## src/rtl/ps2_frame_rx_fifo.sv

```systemverilog
// PS/2 frame receiver: deserialises start/data/parity/stop frames sampled on en strobes into a show-ahead FIFO.
// Latency: a good frame is visible on Q/rdy/count 1 CLK after its stop-bit strobe; error pulses likewise 1 CLK later.
// Backpressure: none toward the line; a good frame arriving while the FIFO is full (and not popped) is dropped with ovf.
//
// Ports:
//   CLK, reset           - clock, asynchronous active-high reset
//   en, D                - bit-sample strobe and serial data line
//   rd                   - pop request (ignored while rdy=0)
//   Q, rdy, count        - FIFO head (0 when empty), non-empty flag, occupancy
//   par_err, frame_err   - one-cycle pulses for a dropped bad-parity / bad-stop (or stalled) frame
//   ovf                  - one-cycle pulse for a good frame dropped because the FIFO was full
// Optional build macro: PS2_TIMEOUT_EN adds a watchdog that aborts a frame after TIMEOUT_CYC cycles without en.

module ps2_frame_rx_fifo #(
    parameter int DATA_W      = 8,
    parameter int FIFO_DEPTH  = 4,
    parameter int PARITY_ODD  = 1,
    parameter int TIMEOUT_CYC = 1024
) (
    input  logic                              CLK,
    input  logic                              reset,
    input  logic                              en,
    input  logic                              D,
    input  logic                              rd,
    output logic [DATA_W-1:0]                 Q,
    output logic                              rdy,
    output logic [$clog2(FIFO_DEPTH+1)-1:0]   count,
    output logic                              par_err,
    output logic                              frame_err,
    output logic                              ovf
);

    localparam int CNT_W = $clog2(FIFO_DEPTH + 1);
    localparam int PTR_W = $clog2(FIFO_DEPTH);
    localparam int BIT_W = $clog2(DATA_W + 1);
    localparam logic [BIT_W-1:0] BIT_LAST = BIT_W'(DATA_W - 1);
    localparam logic [CNT_W-1:0] CNT_FULL = CNT_W'(FIFO_DEPTH);
    localparam logic             PAR_SEL  = (PARITY_ODD != 0);

    typedef enum logic [1:0] {
        S_IDLE,
        S_DATA,
        S_PARITY,
        S_STOP
    } state_t;

    state_t            state_q, state_d;
    logic [BIT_W-1:0]  bit_cnt_q, bit_cnt_d;
    logic [DATA_W-1:0] shreg_q, shreg_d;
    logic              par_bit_q, par_bit_d;

    logic [DATA_W-1:0] mem_q [FIFO_DEPTH];
    logic [PTR_W-1:0]  wr_ptr_q, wr_ptr_d;
    logic [PTR_W-1:0]  rd_ptr_q, rd_ptr_d;
    logic [CNT_W-1:0]  count_q, count_d;

    logic par_err_q, par_err_d;
    logic frame_err_q, frame_err_d;
    logic ovf_q, ovf_d;

    logic stop_smp;
    logic par_ok;
    logic push;
    logic pop;
    logic full;
    logic wr_en;
    logic timeout;

    // ------------------------------------------------------------------
    // Stall watchdog
    // ------------------------------------------------------------------
`ifdef PS2_TIMEOUT_EN
    localparam int WD_W = $clog2(TIMEOUT_CYC + 1);
    localparam logic [WD_W-1:0] WD_LAST = WD_W'(TIMEOUT_CYC - 1);

    logic [WD_W-1:0] wd_q, wd_d;

    // wd_q counts idle cycles since the last strobe; the edge that would
    // make it reach TIMEOUT_CYC is the abort edge.
    always_comb begin
        wd_d    = wd_q;
        timeout = 1'b0;
        if (state_q == S_IDLE || en) begin
            wd_d = '0;
        end else if (wd_q == WD_LAST) begin
            timeout = 1'b1;
            wd_d    = '0;
        end else begin
            wd_d = wd_q + 1'b1;
        end
    end

    always_ff @(posedge CLK or posedge reset) begin
        if (reset) begin
            wd_q <= '0;
        end else begin
            wd_q <= wd_d;
        end
    end
`else
    assign timeout = 1'b0;
`endif

    // ------------------------------------------------------------------
    // Frame deserialiser
    // ------------------------------------------------------------------
    always_comb begin
        state_d   = state_q;
        bit_cnt_d = bit_cnt_q;
        shreg_d   = shreg_q;
        par_bit_d = par_bit_q;
        stop_smp  = 1'b0;
        if (timeout) begin
            state_d   = S_IDLE;
            bit_cnt_d = '0;
        end else if (en) begin
            case (state_q)
                S_IDLE: begin
                    if (!D) begin
                        state_d   = S_DATA;
                        bit_cnt_d = '0;
                    end
                end
                S_DATA: begin
                    // LSB arrives first: shift right so it ends at bit 0.
                    shreg_d   = {D, shreg_q[DATA_W-1:1]};
                    bit_cnt_d = bit_cnt_q + 1'b1;
                    if (bit_cnt_q == BIT_LAST) begin
                        state_d = S_PARITY;
                    end
                end
                S_PARITY: begin
                    par_bit_d = D;
                    state_d   = S_STOP;
                end
                S_STOP: begin
                    stop_smp = 1'b1;
                    state_d  = S_IDLE;
                end
                default: state_d = S_IDLE;
            endcase
        end
    end

    // ------------------------------------------------------------------
    // Frame evaluation and FIFO control
    // ------------------------------------------------------------------
    always_comb begin
        par_ok = (((^shreg_q) ^ par_bit_q) == PAR_SEL);
        push   = stop_smp && D && par_ok;
        pop    = rd && (count_q != '0);
        full   = (count_q == CNT_FULL);
        // When full, a simultaneous pop frees the head slot, which is
        // exactly where wr_ptr points, so the push can proceed.
        wr_en  = push && (!full || pop);

        par_err_d   = stop_smp && !par_ok;
        frame_err_d = (stop_smp && !D) || timeout;
        ovf_d       = push && full && !pop;

        wr_ptr_d = wr_en ? wr_ptr_q + 1'b1 : wr_ptr_q;
        rd_ptr_d = pop ? rd_ptr_q + 1'b1 : rd_ptr_q;

        count_d = count_q;
        if (wr_en && !pop) begin
            count_d = count_q + 1'b1;
        end else if (pop && !wr_en) begin
            count_d = count_q - 1'b1;
        end
    end

    always_ff @(posedge CLK or posedge reset) begin
        if (reset) begin
            state_q     <= S_IDLE;
            bit_cnt_q   <= '0;
            shreg_q     <= '0;
            par_bit_q   <= 1'b0;
            wr_ptr_q    <= '0;
            rd_ptr_q    <= '0;
            count_q     <= '0;
            par_err_q   <= 1'b0;
            frame_err_q <= 1'b0;
            ovf_q       <= 1'b0;
        end else begin
            state_q     <= state_d;
            bit_cnt_q   <= bit_cnt_d;
            shreg_q     <= shreg_d;
            par_bit_q   <= par_bit_d;
            wr_ptr_q    <= wr_ptr_d;
            rd_ptr_q    <= rd_ptr_d;
            count_q     <= count_d;
            par_err_q   <= par_err_d;
            frame_err_q <= frame_err_d;
            ovf_q       <= ovf_d;
        end
    end

    // Storage needs no reset: Q is masked to 0 whenever the FIFO is empty.
    always_ff @(posedge CLK) begin
        if (wr_en) begin
            mem_q[wr_ptr_q] <= shreg_q;
        end
    end

    assign rdy       = (count_q != '0);
    assign Q         = rdy ? mem_q[rd_ptr_q] : '0;
    assign count     = count_q;
    assign par_err   = par_err_q;
    assign frame_err = frame_err_q;
    assign ovf       = ovf_q;

endmodule

```

## config.mk

```make
export PLATFORM = sky130hd
export DESIGN_NAME = ps2_frame_rx_fifo
export DESIGN_NICKNAME = d
export VERILOG_FILES = /design/src/rtl/ps2_frame_rx_fifo.sv
export SDC_FILE = /design/constraint.sdc
export NUM_CORES = 1
export LEC_CHECK = 0
export ABC_AREA = 1
export CAP_MARGIN = 10
export CORE_MARGIN = 5
export CORE_UTILIZATION = 62
export DETAILED_ROUTE_END_ITERATION = 6
export PLACE_DENSITY = 0.81
export SYNTH_ARGS = -nofsm -noshare
export SYNTH_HDL_FRONTEND = slang
export SYNTH_SLANG_ARGS = --single-unit
```

## constraint.sdc

```tcl
create_clock -name CLK -period 6.17 [get_ports CLK]
set_input_delay 1.234 -clock CLK [delete_from_list [all_inputs] [get_ports CLK]]
set_output_delay 1.234 -clock CLK [all_outputs]
set_load 0.02 [all_outputs]
```

### After elaboration in Yosys (flattened, before gate mapping)

Memories as Yosys holds them, arrays and structs flattened.
Index checks and enable logic that the tools add are counted.

* bits in registers: 25
* bits in writable memories: 32
* input port bits: 5
* output and inout port bits: 15
* logic and storage cells: 61
* memories kept: 1

* add/sub/neg operators: 5
* equal/unequal tests: 7
* multiplexer cells: 12
* bitwise logic cells: 1
* reductions and logical operators: 25

Memory list
* mem_q: words 4, width 8, rd ports 1, clocked after Yosys merged registers in 0, wr ports 1, RTL line 52 `logic [DATA_W-1:0] mem_q [FIFO_DEPTH];`

Operators with widths (count)
* 1-bit logical AND: 10
* 8-bit two-way mux: 1
* 2-bit case mux with 4 select lines: 1
* 4-bit case mux with 2 select lines: 1
* 8-bit XOR reduction: 1
* 3-bit two-way mux: 2
* 3-bit AND reduction: 2
* 1-bit zero test: 5
* 2-bit by 1-bit adder with 2-bit output (second input constant): 2
* 4-bit by 1-bit adder with 4-bit output (second input constant): 1
* 2-bit equality test (second input constant): 2
* 4-bit by 3-bit equality test with 1-bit output (second input constant): 1
* 1-bit two-way mux: 4
* 2-bit two-way mux: 2
* 4-bit two-way mux: 1
* 2-bit inequality test (second input constant): 2
* 2-bit AND reduction: 2
* 2-bit nonzero test: 2
* 3-bit by 1-bit adder with 3-bit output (second input constant): 1
* 3-bit equality test (second input constant): 1
* 3-bit nonzero test: 1
* 3-bit by 1-bit subtractor with 3-bit output (second input constant): 1
* 2-bit by 1-bit equality test with 1-bit output (second input constant): 1
* 2-bit zero test: 1
* 2 further kinds: 2

### Logic depth before layout (Yosys ltp)

* depth after elaboration: 10
* depth in mapped cells: 15
* depth with buffers taken out: 15

### Worst setup path after synthesis

Ideal clock, no wire load.

* path kind: in2reg
* start point: in en
* end point: reg count_q[2], in the netlist count[2]
* library setup time: 0.131 ns
* arrival: 2.699 ns
* required time: 6.039 ns
* path slack: 3.340 ns
* cell stages on the path: 10
* buffers on the path: 0
* path through: nand2_1 -> nor2_1 -> nand4_4 -> inv_1 -> ha_1 -> inv_1 -> fa_1 -> a21oi_1 -> o21ai_0 -> xor2_1

* word-level cells in the longest chain between the ends: 7
* elaborated cells between the ends (all ways): 9
* those cells by class: 2 x mux; 7 x reduce/logical

Ends and longest elaborated chain
* start: declaration: RTL line 22 `input logic en,`
* 1-bit two-way mux *: RTL line 116 `end else if (en) begin`
* 1-bit logical AND * (2 in series): RTL line 150 `push = stop_smp && D && par_ok;`
* 1-bit logical AND *: RTL line 155 `wr_en = push && (!full || pop);`
* via wr_en: RTL line 66 `logic wr_en;`
* 1-bit zero test: RTL line 167 `end else if (pop && !wr_en) begin`
* 1-bit logical AND: RTL line 167
* 2-bit nonzero test (no source line)
* end signal: assignment: RTL line 191 `count_q <= count_d;`
* end: declaration: RTL line 55 `logic [CNT_W-1:0] count_q, count_d;`

The timed path passes the listed nets; every way through them passes the cells marked *.
A chain may end at the register's enable or synchronous reset.

### Worst setup path after layout

* start point: reg rd_ptr_q[1]
* end point: out Q[3]

* word-level cells in the longest chain between the ends: 2

Ends and longest elaborated chain
* start: declaration: RTL line 54 `logic [PTR_W-1:0] rd_ptr_q, rd_ptr_d;`
* start signal: assignment: RTL line 190 `rd_ptr_q <= rd_ptr_d;`
* memory read 4 x 8 bit
* 8-bit two-way mux: RTL line 206 `assign Q = rdy ? mem_q[rd_ptr_q] : '0;`
* end: declaration: RTL line 25 `output logic [DATA_W-1:0] Q,`

Every way passes these cells.

==> reports/summary.txt <==
post-route cell area: 0.00305 mm²
final hold viol count: 0
die height: 75.6 µm
GR Layer Usage met2: 0.319
Wirelength per Cell: 13.3 µm
# hold bufs at CTS: 0
share of layout cells above drive strength 1: 0.0822
footprint of the multi-input gates: 925 µm²
post-route core utilization: 0.746
Post-DRT Antenna Nets: 0
status: completed
Worst Clk Skew: 0.00902 ns
most common cell after layout, fill and taps aside: nand2_1
syn_nets: 290
Worst EP required: 4.94 ns
antenna cells: 0
clock root cell: clkbuf_8
CTS resizes: 0
CP startpoint: rd_ptr_q[1]$_DFFE_PP0N_
RSZ-0062 raised after global routing: false
Final min period: 3.50 ns
Synth Warn #: 0
total chip power: 1580 µW
sequential cell area: 0.00159 mm²
Worst Path Class, Setup: register to primary output
Seq/Total Area, Yosys: 0.594
FP Rows: 23
Initial Utilization: 0.653
final net count: 315
DRT Wirelength: 4.70 mm
Placer Congestion: 0.731
die width: 75.6 µm
# fillers: 280
initial antenna violation count: 0
CTS Buf Count: 9
DR DRC count: 0
Arrival @ worst endpoint: 2.26 ns
1st-iter DRT viols: 130
grt ovf: 0
Core Region: 0.00409 mm²
Die Footprint: 0.00572 mm²
Setup TNS: 0 ns
DP Area: 0.00290 mm²
static leakage: 0.00130 µW
Max FO, Critical Path: 9
area grow syn2layout: 14.3%
number of synthesized register bits: 57
met1 Usage GRT: 0.248
first-pass iteration count of the detailed router: 4
mean post-synth cell area: 9.74 µm²
largest net degree at the start of global routing: 26
crit path capture type: primary output
GRT Max-Usage Layer: met2
Syn Inst Count: 274
startpoint type of the worst setup path: register
IO Port Bufs: 19
vias per cell: 5.16
placed insts: 338
non-filler cells in the finished layout: 354
Detail Placement HPWL: 3.35 mm
reg-to-reg slack, setup: 3.79 ns
Peak VDD IR: 0.000316 V
clock latency at the later pin of the worst-skew pair: 0.32 ns
Worst Hold Launch: bit_cnt_q[3]$_DFFE_PP0P_
worst hold-check path type: register to register
max-cap viol count: 0
cell area power density: 519 mW/mm²
Fmax: 0.286 GHz
most frequent cells in the layout: 48 x nand2_1, 43 x nor2_1, 32 x inv_1, 32 x edfxtp_1, 30 x o21ai_0
first-pass GRT wire length: 8.14 mm
slew margin rel.: 0.350
Worst-path clk slew: 0.06 ns
post-CTS setup buffers: 0
GRT Total Usage: 0.200
max-slew violations: 0
IO Pins: 20
Worst R2R Start: shreg_q[4]$_DFFE_PP0P_
cell area after synthesis: 0.00267 mm²
vias in the first global route: 1779
met3 usage: 0.0660
library cells used by synthesis: 27
Tcrit/Tclk final: 0.567
clock sink count: 57
setup violators final: 0
H-tree depth: 3
DR vias: 1827
CTS Buffer Depth: 2
Worst Tran Pin Value: 0.973 ns
CTS tree: done
==> synth_stat cells <==
cell       n  area [µm²]
buf_2      3        15.0
clkbuf_1   2        7.51
mux2_2     1        11.3
edfxtp_1  32         961
inv_2      3        11.3
a31oi_1    1        6.26
nand4_1    2        12.5
nand2_1   48         180
o21ai_1    1        5.00
a21boi_2   1        11.3
nand3_1    8        40.0
clkinv_1   1        3.75
nand2_2    6        37.5
ha_1      10         125
o21ai_0   30         150
fa_1       1        20.0
nor2_1    43         161
dfrtp_1   25         626
o22ai_1    1        6.26
inv_1     32         120
nor2_2     1        6.26
a21oi_1   14        70.1
xor2_1     3        26.3
xnor2_1    1        8.76
nand3_2    2        20.0
nand4_4    1        21.3
nor3_1     1        5.00
==> layer usage <==
| metal | routed length [µm] | up-vias |
|---|---|---|
| met2 | 2290 | 41 |
| met1 | 2090 | 830 |
| met3 | 232 | 9 |
| met4 | 89 | 0 |
| li1 | - | 947 |
| met5 | 0 | - |
==> final cells by class <==
type	count	share of cell area
sequential	57	0.520
multi-input combinational	176	0.303
timing repair buffer	19	0.0623
clock buffer	15	0.0480
inverter	36	0.0443
tap	50	0.0205
clock inverter	1	0.00164
==> worst paths after layout <==
check                                           endpoint  cells past startpoint
min in group asynchronous              par_err$_DFF_PP0_                      2
worst max-delay path                                Q[3]                      5
worst max register to register      count[2]$_DFFE_PP0P_                     15
worst min-delay path            bit_cnt_q[3]$_DFFE_PP0P_                      2
worst min register to register  bit_cnt_q[3]$_DFFE_PP0P_                      2
max in group asynchronous       bit_cnt_q[2]$_DFFE_PP0P_                      2
==> power breakdown <==
part,switching [µW],internal [µW]
Sequential,115,502
Combinational,414,278
Clock,129,146
Total,658,926
==> stage by stage <==
step / setup WS (ns) / hold slack (ns)
finish: 2.67 / 0.540
global route: 2.51 / 0.562
CTS: 2.67 / 0.537
detailed placement: 2.58 / 0.523
global placement: 2.67 / 0.518
floorplan: 3.34 / 0.493
==> logic make-up after synthesis <==
| group | count (synthesis) | share of synthesized area |
|---|---|---|
| compound gates | 48 | 0.0933 |
| xor+xnor | 4 | 0.0131 |
| fa+ha+maj | 11 | 0.0544 |
| buf+inv | 41 | 0.0591 |
| flops | 57 | 0.594 |
| mux | 1 | 0.00422 |
| simple gates | 112 | 0.181 |
==> state kept, by name, indices dropped and copies added (netlist names) <==
name and cells:
frame_err 1, shreg_q 8, par_bit_q 1, wr_ptr_q 2, rd_ptr_q 2, bit_cnt_q 4
mem_q 32, par_err 1, ovf 1, count 3, state_q 2
==> critical path, stage by stage (launching register included) <==
cell	delay, ns
dfrtp_1	0.53
clkinv_1	0.36
nor2_1	0.18
o21ai_0	0.09
a21oi_1	0.15
clkdlybuf4s50_1	0.62
No activity file was read; power rests on OpenSTA's default activity.
==> variant, RTL diff (same flow settings) <==
Set the parameter `DATA_W` to 4 (it was 8).
--- a/src/rtl/ps2_frame_rx_fifo.sv
+++ b/src/rtl/ps2_frame_rx_fifo.sv
@@ -12,7 +12,7 @@
 // Optional build macro: PS2_TIMEOUT_EN adds a watchdog that aborts a frame after TIMEOUT_CYC cycles without en.
 
 module ps2_frame_rx_fifo #(
-    parameter int DATA_W      = 8,
+    parameter int DATA_W      = 4,
     parameter int FIFO_DEPTH  = 4,
     parameter int PARITY_ODD  = 1,
     parameter int TIMEOUT_CYC = 1024
Interface: changed (resized Q); port bits go from 20 to 16. The function was not compared with the original's and may differ.
==> variant against the unedited design <==
Power shrank 42%; hold slack lost 40 ps; final area shrank 35%; sequential cell count shrank 21; routed wire length shrank 39%; combinational power shrank 40%; synthesized area shrank 35%; utilization shrank 1.9 points; sequential power shrank 36%; register-to-register slack gained 60 ps; clock power shrank 58%; cell count shrank 38%; setup slack gained 310 ps; largest power group unchanged.
==> variant: results (changes against the unedited design) <==
[outcome]
status = completed  ; unchanged

[yosys]
synth_fp_nets = 184  ; was 290
ys_top_cells_by_area = dfrtp_1, edfxtp_1, ha_1  ; was edfxtp_1, dfrtp_1, nand2_1
synth-async-reset-ratio_pct = 55.56  ; was 43.86%
synth_seq_area_share_pct = 56.52  ; was 59.45%
ys.flop_type = dfrtp_1  ; was edfxtp_1
synth_edf_count = 16  ; was 32
synth_common_cells = nor2_1, nand2_1, inv_1  ; was nand2_1, nor2_1, edfxtp_1, inv_1, o21ai_0

[placed_design]
dpl_worst_slack_ps = 2630  ; was 2577 ps
io_buffers = 15  ; was 19
dp_hpwl_mm = 2.231  ; was 3.349 mm

[critical_path]
cp.arrival_ps = 3400  ; was 2260 ps
crit_fanout = 7  ; was 9
rr_startpoint = shreg_q[3]$_DFFE_PP0P_  ; was shreg_q[4]$_DFFE_PP0P_
startpoint = en  ; was rd_ptr_q[1]$_DFFE_PP0N_
cpPeakStageDelay_ps = 550  ; was 620 ps
path_class = in -> reg  ; was reg -> out
r2r_cells = 14  ; was 15

[timing]
hold_slack_ps = 499.8  ; was 539.7 ps
finalClockSkew_ps = 2.198  ; was 9.018 ps

[final_layout]
nFillCells = 196  ; was 280

[grt]
track_usage_pct = 16.41  ; was 20.03%
grt_start_max_net_pins = 21  ; was 26
grt_pass1_wl_mm = 5.030  ; was 8.135 mm

[drt]
vias = 1159  ; was 1,827
drt_wl_total_mm = 2.854  ; was 4.703 mm
drtIter0Drc = 58  ; was 130

[power_and_ir_drop]
vdd_drop_max_mv = 0.3695  ; was 0.3162 mV
p_leak_nw = 0.8728  ; was 1.295 nW

[clock_tree]
cts_root_buffer = clkbuf_4  ; was clkbuf_8
path_clk_slew_ps = 100  ; was 60 ps
cts_buffers = 5  ; was 9

-- variant: cell count changes in the layout (fill, tap and decap cells not counted), moves of 7 or more --
cell | unedited run | this run
nor2_1 | 43 | 25
a21oi_1 | 14 | 7
inv_1 | 32 | 22
nand2_1 | 48 | 24
clkbuf_8 | 9 | 0
o21ai_0 | 30 | 19
edfxtp_1 | 32 | 16
-- variant: cell type report --
class                      count  share of cell area (%)
sequential                    36                   49.78
multi-input combinational    108                   33.84
timing repair buffer          15                   7.619
inverter                      22                   4.190
tap                           31                   1.968
clock buffer                   5                   1.905
clock inverter                 3                  0.6984
-- variant: metal layers --
| metal | GRT usage, % | share of wire (%) | up-vias |
|---|---|---|---|
| met5 | 0 | 0 | - |
| met4 | 8.223 | 1.6 | 0 |
| met3 | 5.396 | 4.3 | 5 |
| met2 | 28.46 | 53 | 23 |
| met1 | 17.59 | 41 | 539 |
| li1 | - | - | 592 |
-- variant: how the worst min path moves through the flow --
stage                     depth (start not counted)                startpoint                       end
after detailed placement                          2  bit_cnt_q[1]$_DFFE_PP0P_  bit_cnt_q[1]$_DFFE_PP0P_
after global placement                            2  bit_cnt_q[1]$_DFFE_PP0P_  bit_cnt_q[1]$_DFFE_PP0P_
final                                             2  bit_cnt_q[1]$_DFFE_PP0P_  bit_cnt_q[1]$_DFFE_PP0P_
after CTS                                         2  bit_cnt_q[1]$_DFFE_PP0P_  bit_cnt_q[1]$_DFFE_PP0P_
after global routing                              2  bit_cnt_q[2]$_DFFE_PP0P_  bit_cnt_q[2]$_DFFE_PP0P_
after floorplan                                   2  bit_cnt_q[1]$_DFFE_PP0P_  bit_cnt_q[1]$_DFFE_PP0P_
-- variant: stage by stage --
stage                     total power, mW  cell area, um2  cells
final                              0.9217            1971    220
after global routing                1.001            1971    220
after CTS                          0.9294            1971    220
after detailed placement           0.8132            1919    212
after global placement             0.7904            1919    212
after floorplan                    0.6720            1735    167
-- variant: logic make-up (layout without fill, tap and decap cells) --
logic type	after synthesis	after routing	share of synthesized area, %
AOI/OAI and AO/OA	28	28	8.507
DFF	36	36	56.52
adders and majority gates	12	12	9.084
muxes	2	2	1.298
buffers and inverters	23	45	5.047
and+or+nand+nor	61	61	17.02
xor gates and xnor gates	5	5	2.524
-- variant: worst min-delay path, stage by stage (launching register included) --
cell and delay [ps]:
dfrtp_1 370, nand2_1 60, nand2_1 50
-- variant: power breakdown --
| part | leakage (nW) | switching, mW | internal (mW) |
|---|---|---|---|
| clock network | 0.0324 | 0.0723 | 0.0418 |
| registers | 0.399 | 0.0738 | 0.319 |
| logic | 0.441 | 0.239 | 0.175 |
| total | 0.873 | 0.385 | 0.536 |
